==> src/rtl/foveation_region_classifier_if.sv <==
// foveation_region_classifier_if: pixel stream, gaze/threshold parameters and region-tagged output bundle
// master: upstream/source side (drives i_*), slave: classifier (drives o_*)
interface foveation_region_classifier_if #(
  parameter int DATA_WIDTH = 24
);
  logic [DATA_WIDTH-1:0] i_pix_data, o_pix_data;
  logic i_pix_valid, i_sof, i_eol;
  logic o_pix_valid, o_sof, o_eol, o_param_ready, o_frame_err;
  logic [10:0] i_gaze_x, i_gaze_y;
  logic [23:0] i_tres_1, i_tres_2, i_tres_3;
  logic [1:0] o_region;
  modport master (
    output i_pix_data, i_pix_valid, i_sof, i_eol, i_gaze_x, i_gaze_y, i_tres_1, i_tres_2, i_tres_3,
    input o_pix_data, o_pix_valid, o_sof, o_eol, o_region, o_param_ready, o_frame_err
  );
  modport slave (
    input i_pix_data, i_pix_valid, i_sof, i_eol, i_gaze_x, i_gaze_y, i_tres_1, i_tres_2, i_tres_3,
    output o_pix_data, o_pix_valid, o_sof, o_eol, o_region, o_param_ready, o_frame_err
  );
endinterface

==> src/rtl/foveation_region_classifier.sv <==
// foveation_region_classifier: tags each raster pixel with a 2-bit region from its squared distance to the gaze point
// Ports: i_clk; i_rst_n (async, active-low); bus (slave) = pixel stream in/out, gaze + thresholds in,
//        o_region, o_param_ready (frame-boundary parameter strobe), o_frame_err (framing violation pulse)
module foveation_region_classifier #(
  parameter int DATA_WIDTH = 24,
  parameter int H_ACTIVE = 1920,
  parameter int V_ACTIVE = 1080
) (
  input logic i_clk,
  input logic i_rst_n,
  foveation_region_classifier_if.slave bus
);
  typedef enum logic [1:0] {WAIT_SOF, ACTIVE, FRAME_DONE} state_t;
  typedef struct packed {
    logic v;
    logic sof;
    logic eol;
    logic [DATA_WIDTH-1:0] d;
    logic [23:0] t1;
    logic [23:0] t2;
    logic [23:0] t3;
  } pl_t;
  localparam logic [10:0] XMAX = 11'(H_ACTIVE - 1);
  localparam logic [10:0] YMAX = 11'(V_ACTIVE - 1);
  state_t state_q, state_d;
  logic started_q, enter_q, ready_q, err_q, err_d, accept;
  logic [10:0] x_q, y_q, x_d, y_d, cx, cy, gx, gy, gx_q, gy_q, dx_d, dy_d, dx_q, dy_q;
  logic [23:0] t1_q, t2_q, t3_q;
  logic [21:0] sx_q, sy_q;
  logic [22:0] d2_q;
  pl_t s1_d, p1_q, p2_q, p3_q;
  logic ov_q, osof_q, oeol_q;
  logic [DATA_WIDTH-1:0] od_q;
  logic [1:0] region_q, region_d;
  // x_q/y_q hold the coordinate the next accepted pixel will take; an SOF pixel overrides it with (0,0)
  always_comb begin
    accept = bus.i_pix_valid & (state_q == ACTIVE | bus.i_sof);
    cx = bus.i_sof ? '0 : x_q;
    cy = bus.i_sof ? '0 : y_q;
    gx = bus.i_sof ? bus.i_gaze_x : gx_q;
    gy = bus.i_sof ? bus.i_gaze_y : gy_q;
    dx_d = cx >= gx ? cx - gx : gx - cx;
    dy_d = cy >= gy ? cy - gy : gy - cy;
    x_d = !accept ? x_q : bus.i_eol ? '0 : cx == XMAX ? XMAX : cx + 11'd1;
    y_d = !accept ? y_q : bus.i_eol ? cy + 11'd1 : cy;
    state_d = accept & bus.i_eol & cy == YMAX ? FRAME_DONE : accept & bus.i_sof ? ACTIVE : state_q;
    err_d = (accept & bus.i_sof & state_q == ACTIVE & (x_q != '0 | y_q != '0))
          | (accept & bus.i_eol & cx != XMAX)
          | (accept & ~bus.i_eol & cx == XMAX)
          | (bus.i_pix_valid & ~bus.i_sof & state_q != ACTIVE);
    s1_d.v = accept;
    s1_d.sof = bus.i_sof;
    s1_d.eol = bus.i_eol;
    s1_d.d = bus.i_pix_data;
    s1_d.t1 = bus.i_sof ? bus.i_tres_1 : t1_q;
    s1_d.t2 = bus.i_sof ? bus.i_tres_2 : t2_q;
    s1_d.t3 = bus.i_sof ? bus.i_tres_3 : t3_q;
    region_d = {1'b0, d2_q} < p3_q.t1 ? 2'd0 : {1'b0, d2_q} < p3_q.t2 ? 2'd1 : {1'b0, d2_q} < p3_q.t3 ? 2'd2 : 2'd3;
  end
  always_ff @(posedge i_clk or negedge i_rst_n)
    if (!i_rst_n) begin
      state_q <= WAIT_SOF;
      started_q <= 1'b0;
      enter_q <= 1'b0;
      ready_q <= 1'b0;
      err_q <= 1'b0;
      x_q <= '0;
      y_q <= '0;
      gx_q <= '0;
      gy_q <= '0;
      t1_q <= '0;
      t2_q <= '0;
      t3_q <= '0;
      p1_q <= '0;
      p2_q <= '0;
      p3_q <= '0;
      dx_q <= '0;
      dy_q <= '0;
      sx_q <= '0;
      sy_q <= '0;
      d2_q <= '0;
      ov_q <= 1'b0;
      osof_q <= 1'b0;
      oeol_q <= 1'b0;
      od_q <= '0;
      region_q <= '0;
    end else begin
      state_q <= state_d;
      x_q <= x_d;
      y_q <= y_d;
      if (accept & bus.i_sof) begin
        gx_q <= bus.i_gaze_x;
        gy_q <= bus.i_gaze_y;
        t1_q <= bus.i_tres_1;
        t2_q <= bus.i_tres_2;
        t3_q <= bus.i_tres_3;
      end
      // strobe once after reset release, and one cycle after entering FRAME_DONE
      started_q <= 1'b1;
      enter_q <= state_d == FRAME_DONE && state_q != FRAME_DONE;
      ready_q <= ~started_q | enter_q;
      err_q <= err_d;
      p1_q <= s1_d;
      dx_q <= dx_d;
      dy_q <= dy_d;
      p2_q <= p1_q;
      sx_q <= 22'(dx_q) * 22'(dx_q);
      sy_q <= 22'(dy_q) * 22'(dy_q);
      p3_q <= p2_q;
      d2_q <= {1'b0, sx_q} + {1'b0, sy_q};
      ov_q <= p3_q.v;
      osof_q <= p3_q.sof;
      oeol_q <= p3_q.eol;
      od_q <= p3_q.d;
      region_q <= region_d;
    end
  assign bus.o_pix_valid = ov_q;
  assign bus.o_sof = osof_q;
  assign bus.o_eol = oeol_q;
  assign bus.o_pix_data = od_q;
  assign bus.o_region = region_q;
  assign bus.o_param_ready = ready_q;
  assign bus.o_frame_err = err_q;
endmodule

==> src/flat_wrapper.sv <==
// flat-port wrapper written by rule: the top's interface ports become plain ports
module foveation_region_classifier_flat 
#(
  parameter int DATA_WIDTH = 24,
  parameter int H_ACTIVE = 1920,
  parameter int V_ACTIVE = 1080
)
  (i_clk, i_rst_n, bus_i_pix_data, bus_i_pix_valid, bus_i_sof, bus_i_eol, bus_i_gaze_x, bus_i_gaze_y, bus_i_tres_1, bus_i_tres_2, bus_i_tres_3, bus_o_pix_data, bus_o_pix_valid, bus_o_sof, bus_o_eol, bus_o_region, bus_o_param_ready, bus_o_frame_err);
  foveation_region_classifier_if #(.DATA_WIDTH(DATA_WIDTH)) bus_i ();
  input logic i_clk;
  input logic i_rst_n;
  input wire logic [$bits(bus_i.i_pix_data)-1:0] bus_i_pix_data;
  input wire logic [$bits(bus_i.i_pix_valid)-1:0] bus_i_pix_valid;
  input wire logic [$bits(bus_i.i_sof)-1:0] bus_i_sof;
  input wire logic [$bits(bus_i.i_eol)-1:0] bus_i_eol;
  input wire logic [$bits(bus_i.i_gaze_x)-1:0] bus_i_gaze_x;
  input wire logic [$bits(bus_i.i_gaze_y)-1:0] bus_i_gaze_y;
  input wire logic [$bits(bus_i.i_tres_1)-1:0] bus_i_tres_1;
  input wire logic [$bits(bus_i.i_tres_2)-1:0] bus_i_tres_2;
  input wire logic [$bits(bus_i.i_tres_3)-1:0] bus_i_tres_3;
  output wire logic [$bits(bus_i.o_pix_data)-1:0] bus_o_pix_data;
  output wire logic [$bits(bus_i.o_pix_valid)-1:0] bus_o_pix_valid;
  output wire logic [$bits(bus_i.o_sof)-1:0] bus_o_sof;
  output wire logic [$bits(bus_i.o_eol)-1:0] bus_o_eol;
  output wire logic [$bits(bus_i.o_region)-1:0] bus_o_region;
  output wire logic [$bits(bus_i.o_param_ready)-1:0] bus_o_param_ready;
  output wire logic [$bits(bus_i.o_frame_err)-1:0] bus_o_frame_err;
  assign bus_i.i_pix_data = bus_i_pix_data;
  assign bus_i.i_pix_valid = bus_i_pix_valid;
  assign bus_i.i_sof = bus_i_sof;
  assign bus_i.i_eol = bus_i_eol;
  assign bus_i.i_gaze_x = bus_i_gaze_x;
  assign bus_i.i_gaze_y = bus_i_gaze_y;
  assign bus_i.i_tres_1 = bus_i_tres_1;
  assign bus_i.i_tres_2 = bus_i_tres_2;
  assign bus_i.i_tres_3 = bus_i_tres_3;
  assign bus_o_pix_data = bus_i.o_pix_data;
  assign bus_o_pix_valid = bus_i.o_pix_valid;
  assign bus_o_sof = bus_i.o_sof;
  assign bus_o_eol = bus_i.o_eol;
  assign bus_o_region = bus_i.o_region;
  assign bus_o_param_ready = bus_i.o_param_ready;
  assign bus_o_frame_err = bus_i.o_frame_err;
  foveation_region_classifier #(.DATA_WIDTH(DATA_WIDTH), .H_ACTIVE(H_ACTIVE), .V_ACTIVE(V_ACTIVE)) u_core (.i_clk(i_clk), .i_rst_n(i_rst_n), .bus(bus_i));
endmodule
==> config.mk <==
export PLATFORM = sky130hd
export DESIGN_NAME = foveation_region_classifier_flat
export DESIGN_NICKNAME = d
export VERILOG_FILES = /design/src/rtl/foveation_region_classifier_if.sv /design/src/rtl/foveation_region_classifier.sv /design/src/flat_wrapper.sv
export SDC_FILE = /design/constraint.sdc
export NUM_CORES = 1
export LEC_CHECK = 0
export ABC_AREA = 1
export BUFFER_PORTS_ARGS = -buffer_cell sky130_fd_sc_hd__buf_2
export CORE_ASPECT_RATIO = 0.8
export CORE_UTILIZATION = 45
export CTS_BUF_LIST = sky130_fd_sc_hd__clkbuf_8
export DETAILED_ROUTE_END_ITERATION = 8
export SLEW_MARGIN = 15
export SYNTH_ARGS = -nofsm -noshare
export SYNTH_HDL_FRONTEND = slang
export SYNTH_SLANG_ARGS = --single-unit
==> constraint.sdc <==
create_clock -name i_clk -period 13.7 [get_ports i_clk]
set_input_delay 0.685 -clock i_clk [delete_from_list [all_inputs] [get_ports i_clk]]
set_output_delay 0.685 -clock i_clk [all_outputs]
set_load 0.01 [all_outputs]
# --- Yosys cells after proc, flatten, opt, wreduce, memory -nomap -nowiden ---
# Index checks and enable logic that the tools add are counted.
op_classes:
  addsub: 7
  mul: 2
  div: 0
  n_lt_le_gt_ge: 5
  eq_ne: 7
  shifts: 0
  n_mux: 17
  n_bitwise: 20
  n_reduce_logical: 3
op_table:
  columns: ["op", "n"]
  rows:
  - ["$mux 11", 9]
  - ["$lt 23x24->1", 3]
  - ["$mux 24", 3]
  - ["$mul 11x11->22", 2]
  - ["$sub 11x11->11", 4]
  - ["$add 22x22->23", 1]
  - ["$add 11x1->11 const B", 2]
  - ["$eq 11x11->1 const B", 2]
  - ["$ge 11x11->1", 2]
  - ["$reduce_bool 11->1", 2]
  - ["$and 1x1->1", 11]
  - ["$ne 11x11->1 const B", 1]
  - ["$mux 2", 4]
  - ["$or 1x1->1", 6]
  - ["$not 1->1", 3]
  - ["$eq 2x1->1 const B", 1]
  - ["$eq 2x2->1 const B", 1]
  - ["$ne 2x1->1 const B", 1]
  - ["$ne 2x2->1 const B", 1]
  - ["$logic_and 1x1->1", 1]
  - ["$mux 1", 1]
totals:
  reg_bits: 537
  latch_bits: 0
  ram_bits: 0
  mem_bits_ro: 0
  inputBits: 123
  output_inout_bits: 31
  word_cells: 104
  mem_count: 0

# --- Longest topological paths before layout ---
depth:
  word_depth: 9
  mapped_depth: 23
  mapped_depth_nobuf: 22

# --- Worst setup path before layout ---
# Ideal clock, no wire load.
synth_timing:
  path_kind: "reg-to-reg"
  startpoint: "register u_core.dy_q[2]"
  endpoint: "register u_core.sy_q[21]"
  setup_ns: 0.117
  arrival_ns: 4.591
  required_time_ns: 13.583
  path_slack_ns: 8.992
  path_stages_with_launch: 19
  path_buffers: 1
  synth_period_minus_slack_ns: 4.708
  cell_sequence: "dfrtp_1 -> clkbuf_1 -> nand2_1 -> fa_1 -> inv_1 -> fa_1 -> fa_1 -> fa_1 -> inv_1 -> fa_1 -> inv_1 -> ha_1 -> a21oi_1 -> a21boi_0 -> o21ai_0 -> nand2_1 -> nand2_1 -> nand2_1 -> nand2_1"
synth_via:
  elab_chain_len: 1
synth_rtl:
  columns: ["element", "line", "source"]
  rows:
  - ["from (decl)", "foveation_region_classifier.sv:27", "logic [10:0] x_q, y_q, x_d, y_d, cx, cy, gx, gy, gx_q, gy_q, dx_d, dy_d, dx_q, dy_q;"]
  - ["from (signal assigned)", "foveation_region_classifier.sv:105", "dy_q <= dy_d;"]
  - ["$mul 11x11->22", "foveation_region_classifier.sv:108", "sy_q <= 22'(dy_q) * 22'(dy_q);"]
  - ["to (signal assigned)", "foveation_region_classifier.sv:108", null]
  - ["to (decl)", "foveation_region_classifier.sv:29", "logic [21:0] sx_q, sy_q;"]
# Every way passes these cells.
# A chain may end at the register's enable or synchronous reset.

# --- Worst setup path in the final report ---
layout_timing:
  startpoint: "register u_core.dx_q[8]"
  endpoint: "register u_core.sx_q[16]"
layout_via:
  elab_chain_len: 1
layout_rtl:
  columns: ["element", "line", "source"]
  rows:
  - ["from (decl)", "foveation_region_classifier.sv:27", null]
  - ["from (signal assigned)", "foveation_region_classifier.sv:77", "dx_q <= '0;"]
  - ["from (signal assigned)", "foveation_region_classifier.sv:104", "dx_q <= dx_d;"]
  - ["$mul 11x11->22", "foveation_region_classifier.sv:107", "sx_q <= 22'(dx_q) * 22'(dx_q);"]
  - ["to (signal assigned)", "foveation_region_classifier.sv:107", null]
  - ["to (decl)", "foveation_region_classifier.sv:29", null]
# Every way passes these cells.

==> metrics <==
status=complete, no violations; Die W=285 um; top sig layer=met4; Final Hold Vio Count=0; DRC=0; worst slew pin tran=1.03 ns; crit path max fanout=15; number of global-route vias before repair=20084; Area Growth Syn to Fin=11.2%; RSZ-0062 raised after global routing=no; largest net degree at the start of global routing=166; most frequent cells in the layout=689 x nand2_1, 626 x inv_1, 535 x dfrtp_1; # setup viols final=0; Final HPWL DP=45100 um; Synth Instances=3062; hold slack=0.121 ns; 1st-pass router iterations=5; async set or reset register ratio after synthesis=1.00; NumNets Final=3713; top_reg_cell synth=dfrtp_1; warnings from Yosys=0; grt total ovfl=0; clock tree sinks=535; Yosys top cell area share=0.466; Final Cycle Share=0.363; Slew Limit Fails=0; routed len/inst=14.4 um; WL met3=1970 um; Setup TNS Final=0 ns; synth unique cells=53; DR vias=19444; Max-Cap Viols=0; GRT Total Usage=0.190; final WL=59500 um; TritonCTS clock tree=built; CP Data Arrival Time=5.52 ns; Clock Tree Buf Depth=3; # port buffers=153; final period demand of the worst path=4.97 ns; top area cells in the synthesized netlist=dfrtp_1 47%, ha_1 10%, fa_1 9.1%; Ports=154; FF+latch count, synth=535; Clk pin slew, worst setup/hold paths=0.06 ns; clock root cell=clkbuf_8; Synth Cell Area=0.0287 mm2; met2 WL=27300 um; wl on met1=29200 um; Critical Path End Type=flop; syn nets=3547; global-route wire length before repair=101000 um; # diodes=0; clock latency on the worst-skew pair=0.69 ns; die area=0.0649 mm2; # hold bufs at CTS=1; row cnt=82; Die Ht=228 um; crit path kind=reg -> reg; post_cts resized=0; initial antenna violation count=0; # H-tree levels=3; final antenna-violating net count=0; Hold WC Path Type=in -> reg; slew margin rel.=0.311; fraction of layout cells with a size suffix above 1=0.102; Critical Path RT=14.25 ns; Post-synth EDFFs=0; Clock Skews=0.0597 ns; CTS Buf Count=85; most common cell after layout, fill and taps aside=nand2_1; DR iter-0 viols=1224; nature of the critical path startpoint=flop; mean post-synth cell area=9.39 um2; Fmax achieved=0.201 GHz; Initial Util=0.457; postcts setup bufs=0; Filler cells=5870; placer congestion estimate=0.882; core area=0.0629 mm2; leading area contributor after synthesis=dfrtp_1; sequential share of the synthesized area=0.466; Via density=4.71
==> final timing paths <==
| check | start | endpoint | slack (ns) | cells after the start |
|---|---|---|---|---|
| worst max register to register | u_core.dx_q[8] | u_core.sx_q[16] | 8.73 | 17 |
| worst max-delay path | u_core.dx_q[8] | u_core.sx_q[16] | 8.73 | 17 |
| max in group asynchronous | i_rst_n | u_core.p2_q[83] | 10.18 | 5 |
| min in group asynchronous | i_rst_n | u_core.bus.o_pix_data[10] | 0.58 | 2 |
| worst min register to register | u_core.p2_q[0] | u_core.p3_q[0] | 0.32 | 0 |
| worst min-delay path | bus_i_pix_data[19] | u_core.p1_q[91] | 0.12 | 1 |
==> per-stage QoR <==
step | instance area, um2 | instances | worst slack [ns] | utilization
3_3_place_gp | 30200 | 3980 | 8.78 | 0.481
5_1_grt | 32000 | 4124 | 8.39 | 0.508
4_1_cts | 32000 | 4124 | 8.72 | 0.508
3_5_place_dp | 30200 | 3980 | 8.70 | 0.481
2_1_floorplan | 28700 | 3062 | 8.99 | -
6_report | 32000 | 4124 | 8.73 | 0.508
==> cells in the mapped netlist, types with 10 or more instances <==
cell	number
nor2_1	118
xor2_1	68
nand4_1	20
a21oi_1	104
xnor2_1	19
a21o_1	15
buf_2	22
fa_1	131
nand2_1	689
nand2_2	10
ha_1	231
o21ai_1	14
dfrtp_1	535
nand3_1	80
inv_1	606
nor3_1	17
clkbuf_1	45
o21ai_0	226
==> final cells by class <==
type                    instances  area [um2]  area share
clock buffers                 105        1450      0.0452
clock inverters                38         290     0.00908
inverters                     611        2300      0.0719
multi-input cells            1832       12600       0.395
flip-flops and latches        535       13400       0.419
well taps                     840        1050      0.0329
repair buffers                163         866      0.0271
==> metal layers <==
layer | vias to the layer above | global-route usage
li1 | 9747 | -
met1 | 9300 | 0.274
met2 | 315 | 0.299
met3 | 82 | 0.0296
met4 | 0 | 0.0512
met5 | - | 0
==> cells by family (layout without fill, tap and decap cells) <==
family                     count (synthesis)  in the layout  share of synthesized area
AOI/OAI and AO/OA                        403            403                     0.0754
xor gates and xnor gates                  87             87                     0.0265
adders and majority gates                362            362                      0.192
buffers and inverters                    695            917                     0.0948
DFF                                      535            535                      0.466
muxes                                      1              1                   0.000348
other                                      1              1                   0.000130
and+or+nand+nor                          978            978                      0.145
==> flip-flops by register name (all words and copies together), names as in the netlist, 2 cells and up <==
name / cells
u_core.bus.o_pix_data: 24
u_core.t1_q: 24
u_core.t2_q: 24
u_core.d2_q: 23
u_core.p3_q: 99
u_core.state_q: 2
u_core.y_q: 11
u_core.sx_q: 21
u_core.x_q: 11
u_core.p2_q: 99
u_core.dx_q: 11
u_core.t3_q: 24
u_core.gy_q: 11
u_core.gx_q: 11
u_core.p1_q: 99
u_core.bus.o_region: 2
u_core.dy_q: 11
u_core.sy_q: 21
==> worst max-delay path, cell delays in order (launching register included) <==
cell,delay (ns)
dfrtp_1,0.67
nand2_1,0.22
fa_1,0.50
fa_1,0.54
inv_1,0.05
fa_1,0.50
fa_1,0.54
inv_1,0.05
fa_1,0.52
inv_1,0.04
ha_1,0.34
nand2_1,0.09
inv_1,0.08
nand2_1,0.04
o21ai_0,0.42
nand2_1,0.13
nand3_1,0.09
nand2_1,0.05
Power is not shown: default switching activity piles up to over one toggle a cycle in this logic, so the estimate is an artifact.
